[config.mk]
export PLATFORM = sky130hd
export DESIGN_NAME = fractal_sync_merge_ctrl
export DESIGN_NICKNAME = d
export VERILOG_FILES = /design/src/rtl/fractal_sync_merge_ctrl.sv
export SDC_FILE = /design/constraint.sdc
export NUM_CORES = 1
export LEC_CHECK = 0
export ABC_AREA = 0
export BUFFER_PORTS_ARGS = -buffer_cell sky130_fd_sc_hd__buf_2
export CAP_MARGIN = 25
export CORE_MARGIN = 10
export CORE_UTILIZATION = 46
export CTS_CLUSTER_SIZE = 24
export DETAILED_ROUTE_END_ITERATION = 6
export PLACE_DENSITY = 0.82
export SLEW_MARGIN = 20
export SYNTH_ARGS = -nofsm -noshare
export SYNTH_HDL_FRONTEND = slang
export SYNTH_SLANG_ARGS = --single-unit
[constraint.sdc]
create_clock -name clk_i -period 4.6 [get_ports clk_i]
set_clock_uncertainty 0.1 [all_clocks]
set_input_delay 1.15 -clock clk_i [delete_from_list [all_inputs] [get_ports clk_i]]
set_output_delay 1.15 -clock clk_i [all_outputs]
set_load 0.02 [all_outputs]
[src/rtl/fractal_sync_merge_ctrl.sv]
`timescale 1ns/1ps
`default_nettype none
// ============================================================================
// Module   : fractal_sync_merge_ctrl
// Brief    : Pairs left/right rx FIFO heads into merged barrier requests for the
//            upward tx path. Lone-head timeout enabled by
//            FRACTAL_SYNC_MERGE_TIMEOUT_EN.
// Revision : 1.0 - initial release
// ============================================================================

package fractal_sync_merge_pkg;
    typedef struct packed {
        logic [2:0] aggr;
        logic [3:0] id;
    } fsync_sig_t;

    typedef struct packed {
        logic       sync;
        fsync_sig_t sig;
        logic [1:0] src;
    } fsync_req_t;
endpackage

module fractal_sync_merge_ctrl #(
    parameter type fsync_req_t = fractal_sync_merge_pkg::fsync_req_t,
    parameter int  WAIT_CYCLES = 8
) (
    input  logic       clk_i,
    input  logic       rst_ni,
    input  logic       l_empty_i,
    input  fsync_req_t l_req_i,
    output logic       l_pop_o,
    input  logic       r_empty_i,
    input  fsync_req_t r_req_i,
    output logic       r_pop_o,
    output fsync_req_t req_o,
    output logic       valid_o,
    input  logic       ready_i,
    output logic       error_aggr_o
);

    if (WAIT_CYCLES <= 0) begin : g_bad_wait_cycles
        $fatal(1, "fractal_sync_merge_ctrl: WAIT_CYCLES must be > 0");
    end

    typedef enum logic [1:0] {
        S_IDLE = 2'd0,
        S_WAIT = 2'd1,
        S_SEND = 2'd2
    } state_t;

    state_t     r_state;
    state_t     w_state_nxt;
    logic       r_prio;
    logic       w_prio_nxt;
    fsync_req_t r_req;
    fsync_req_t w_req_nxt;
    fsync_req_t w_merged;
    logic       w_l_vld;
    logic       w_r_vld;
    logic       w_l_pop;
    logic       w_r_pop;
    logic       w_err;

`ifdef FRACTAL_SYNC_MERGE_TIMEOUT_EN
    localparam int              CNT_W   = $clog2(WAIT_CYCLES + 1);
    localparam logic [CNT_W-1:0] CNT_MAX = CNT_W'(WAIT_CYCLES - 1);

    logic [CNT_W-1:0] r_cnt;
    logic [CNT_W-1:0] w_cnt_nxt;
    fsync_req_t       w_lone;

    assign w_lone = w_l_vld ? l_req_i : r_req_i;
`endif

    assign w_l_vld = !l_empty_i;
    assign w_r_vld = !r_empty_i;

    // Merged request keeps the left aggr/id and unions the source bits.
    always_comb begin
        w_merged      = l_req_i;
        w_merged.sync = 1'b1;
        w_merged.src  = l_req_i.src | r_req_i.src;
    end

    always_comb begin
        w_state_nxt = r_state;
        w_prio_nxt  = r_prio;
        w_req_nxt   = r_req;
        w_l_pop     = 1'b0;
        w_r_pop     = 1'b0;
        w_err       = 1'b0;
`ifdef FRACTAL_SYNC_MERGE_TIMEOUT_EN
        w_cnt_nxt   = '0;
`endif
        unique case (r_state)
            S_IDLE, S_WAIT: begin
                if (w_l_vld && w_r_vld) begin
                    w_state_nxt = S_SEND;
                    if (l_req_i.sig.id == r_req_i.sig.id) begin
                        w_l_pop   = 1'b1;
                        w_r_pop   = 1'b1;
                        w_req_nxt = w_merged;
                        w_err     = (l_req_i.sig.aggr != r_req_i.sig.aggr);
                    end else if (!r_prio) begin
                        w_l_pop    = 1'b1;
                        w_req_nxt  = l_req_i;
                        w_prio_nxt = 1'b1;
                    end else begin
                        w_r_pop    = 1'b1;
                        w_req_nxt  = r_req_i;
                        w_prio_nxt = 1'b0;
                    end
                end else if (w_l_vld || w_r_vld) begin
                    if (r_state == S_IDLE) begin
                        w_state_nxt = S_WAIT;
                    end else begin
`ifdef FRACTAL_SYNC_MERGE_TIMEOUT_EN
                        if (r_cnt == CNT_MAX) begin
                            w_l_pop     = w_l_vld;
                            w_r_pop     = w_r_vld;
                            w_req_nxt   = w_lone;
                            w_state_nxt = S_SEND;
                        end else begin
                            w_cnt_nxt = r_cnt + 1'b1;
                        end
`endif
                    end
                end else begin
                    w_state_nxt = S_IDLE;
                end
            end
            S_SEND: begin
                if (ready_i) begin
                    w_state_nxt = S_IDLE;
                end
            end
            default: begin
                w_state_nxt = S_IDLE;
            end
        endcase
        // Combinational pops must stay quiet while reset is held.
        if (!rst_ni) begin
            w_l_pop = 1'b0;
            w_r_pop = 1'b0;
            w_err   = 1'b0;
        end
    end

    always_ff @(posedge clk_i) begin
        if (!rst_ni) begin
            r_state <= S_IDLE;
            r_prio  <= 1'b0;
            r_req   <= '0;
        end else begin
            r_state <= w_state_nxt;
            r_prio  <= w_prio_nxt;
            r_req   <= w_req_nxt;
        end
    end

`ifdef FRACTAL_SYNC_MERGE_TIMEOUT_EN
    always_ff @(posedge clk_i) begin
        if (!rst_ni) begin
            r_cnt <= '0;
        end else begin
            r_cnt <= w_cnt_nxt;
        end
    end
`endif

    assign l_pop_o      = w_l_pop;
    assign r_pop_o      = w_r_pop;
    assign error_aggr_o = w_err;
    assign valid_o      = (r_state == S_SEND);
    assign req_o        = r_req;

endmodule

`default_nettype wire
==> impl_metrics.py <==
metrics = {
    "synth": {
        "synth_commonest_cells": "13 x dfxtp_1, 10 x mux2i_1, 9 x nand2_1, 6 x a21oi_1, 5 x inv_1",
        "synthCells": 81,
        "netlist_area_um2": 742,
        "syn_nets": 107,
        "synth_area_leaders": "dfxtp_1 35%, mux2i_1 13%, o211a_1 5.4%",
        "ys_ff_latch": 13,
        "yosysMostFrequentCell": "dfxtp_1",
        "synth_cell_types": 24,
        "yosysTopAreaCell": "dfxtp_1",
        "synth_top_cell_area_share": 0.351,
        "synth.avg_cell_area_um2": 9.16,
        "yosysSeqAreaShare": 0.351,
        "async_reset_ff_frac": 0,
        "synth_edf_count": 0,
        "synth-warning-count": 0,
        "synthFlopType": "dfxtp_1",
    },
    "worst_setup_path": {
        "critPathCaptureType": "primary output",
        "path_delay_family": "simple AND/OR/NAND/NOR gates",
        "arrival_ps": 2530,
        "crit_path_frequent_cell": "buf_2",
        "cp-start-kind": "primary input",
        "crit_path_max_fanout": 5,
        "critPathBufInv": 2,
        "criticalPathCategory": "primary input to primary output",
        "critPathSlowestCell": "or4_4",
        "crit_required_ps": 3350,
        "max_stage_delay_ps": 580,
        "cp_cell_sequence": "buf_2 -> xor2_1 -> or4_4 -> a311oi_1 -> buf_2",
    },
    "cells_and_area": {
        "area_growth_pct": 30.7,
        "fillerInstances": 128,
        "diodes": 0,
        "drive_gt1_frac": 0.408,
        "final_area_um2": 970,
        "nNetsFinal": 147,
    },
    "power": {
        "power_density_nw_per_um2": 281,
        "max-vdd-ir-drop_uv": 262,
        "p_leak_nw": 0.509,
    },
    "sta": {
        "finalHoldViolCount": 0,
        "rsz0062_at_grt": "false",
        "setup_ws_ps": 821,
        "finalCritPeriodShare": 0.822,
        "fmax_mhz": 265,
        "worstMarginPinSlew_ps": 572,
        "setup-violations-final": 0,
        "tns_ps": 0,
        "maxSlewHeadroom": 0.618,
        "maxSlewViolCount": 0,
        "fin_crit_ps": 3780,
        "holdWs_ps": 346,
    },
    "placed_design": {
        "gp_congestion": 0.689,
        "place_ws_ps": 862,
        "dpl.hpwl_mm": 1.59,
        "placed_cell_area_um2": 943,
        "numPortBuffers": 38,
    },
    "global_routing": {
        "grt_first_pass_wirelength_mm": 3.10,
        "grt_antenna_before_repair": 0,
        "grt_pass1_vias": 723,
        "grt_max_degree": 25,
        "grt_overflow_total": 0,
        "grt_use_total": 0.110,
    },
    "clock_tree": {
        "clockRootBuffer": "clkbuf_4",
        "clock_path_buffers": 2,
        "clock-sinks": 13,
        "hold_buffers": 0,
        "clk_pin_slew_ps": 90,
        "cts_resized": 0,
        "h-tree-depth": 1,
        "cts_tree": "built",
        "cts_buffers": 3,
        "post_cts_buffers": 0,
        "clock_latency_ps": 270,
    },
    "floorplanning": {
        "rows": 14,
        "die_h_um": 60.2,
        "initial_core_util": 0.487,
        "io_pins": 39,
        "coreArea_um2": 1520,
        "die-area_um2": 3620,
        "die_width_um": 60.2,
    },
    "routing": {
        "wl_mm": 1.96,
        "avgViaCountPerCell": 5.27,
        "first_iter_violations": 6,
        "drt-wirelength-per-cell_um": 14.4,
        "top_layer_used": "met4",
        "wl_met3_um": 116,
        "drt-met1-wl_um": 752,
        "drtPass1Iterations": 4,
        "wl_met2_mm": 1.03,
        "via_count": 717,
        "ant_nets": 0,
        "drcViolationCount": 0,
    },
    "flow_run": {
        "maxCapViolCount": 0,
    },
    "outcome": {
        "status": "completed",
    },
    "hold_path": {
        "hp-class": "flip-flop to flip-flop",
    },
}
area by class of cell:
class | count | area, um2 | share of cell area
Sequential cell | 13 | 260 | 0.268
Tap cell | 16 | 20.0 | 0.0206
Clock buffer | 4 | 26.3 | 0.0271
Inverter | 5 | 18.8 | 0.0194
Multi-Input combinational cell | 59 | 447 | 0.461
Timing Repair Buffer | 39 | 198 | 0.204
where the power goes:
group          switching (W)  total [W]  leakage (nW)  internal (W)
Sequential        0.00000738   0.000129         0.107      0.000121
Combinational      0.0000408  0.0000740         0.387     0.0000332
Clock              0.0000361  0.0000696        0.0150     0.0000335
state kept, by name, indices dropped and copies added (netlist names):
name     count
r_prio       1
r_state      2
req_o       10
per-layer routing:
metal | vias up | GRT usage
li1 | 362 | -
met1 | 324 | 0.108
met2 | 25 | 0.197
met3 | 6 | 0.0445
met4 | 0 | 0.0481
met5 | - | 0
worst paths after layout:
path	startpoint	end	slack (ps)	cells after the start
max	l_req_i[2]	error_aggr_o	820	5
min	r_state[1]	r_state[0]	350	1
max reg2reg	r_prio	req_o[8]	3210	3
min reg2reg	r_state[1]	r_state[0]	350	1
cell usage in the layout, fill, tap and decap left out, drive strengths merged:
cell / instances
and2: 2
a21oi: 9
ha: 1
nand4: 1
o22ai: 1
inv: 5
nor2: 3
buf: 39
mux2i: 10
a311oi: 1
o41ai: 1
xor2: 4
o211a: 4
or4: 1
nor2b: 2
xnor2: 3
o21ai: 5
nand2: 9
dfxtp: 13
o211ai: 2
clkbuf: 4
cell families (layout without fill, tap and decap cells):
| family | count (synthesis) | in the layout | synth area share |
|---|---|---|---|
| AND/OR/NAND/NOR | 18 | 18 | 0.121 |
| AO/OA/AOI/OAI | 23 | 23 | 0.246 |
| buffers and inverters | 9 | 48 | 0.0472 |
| flip-flops | 13 | 13 | 0.351 |
| XOR/XNOR | 7 | 7 | 0.0826 |
| adder cells (fa/ha/maj) | 1 | 1 | 0.0169 |
| multiplexers | 10 | 10 | 0.135 |
through the flow:
step / total power, W / util / instances
detailed placement: 0.000206 / 0.619 / 132
global placement: 0.000204 / 0.619 / 132
global route: 0.000289 / 0.636 / 136
finish: 0.000272 / 0.636 / 136
floorplan: 0.000179 / - / 81
CTS: 0.000276 / 0.636 / 136
(Power assumes the default switching activity.)
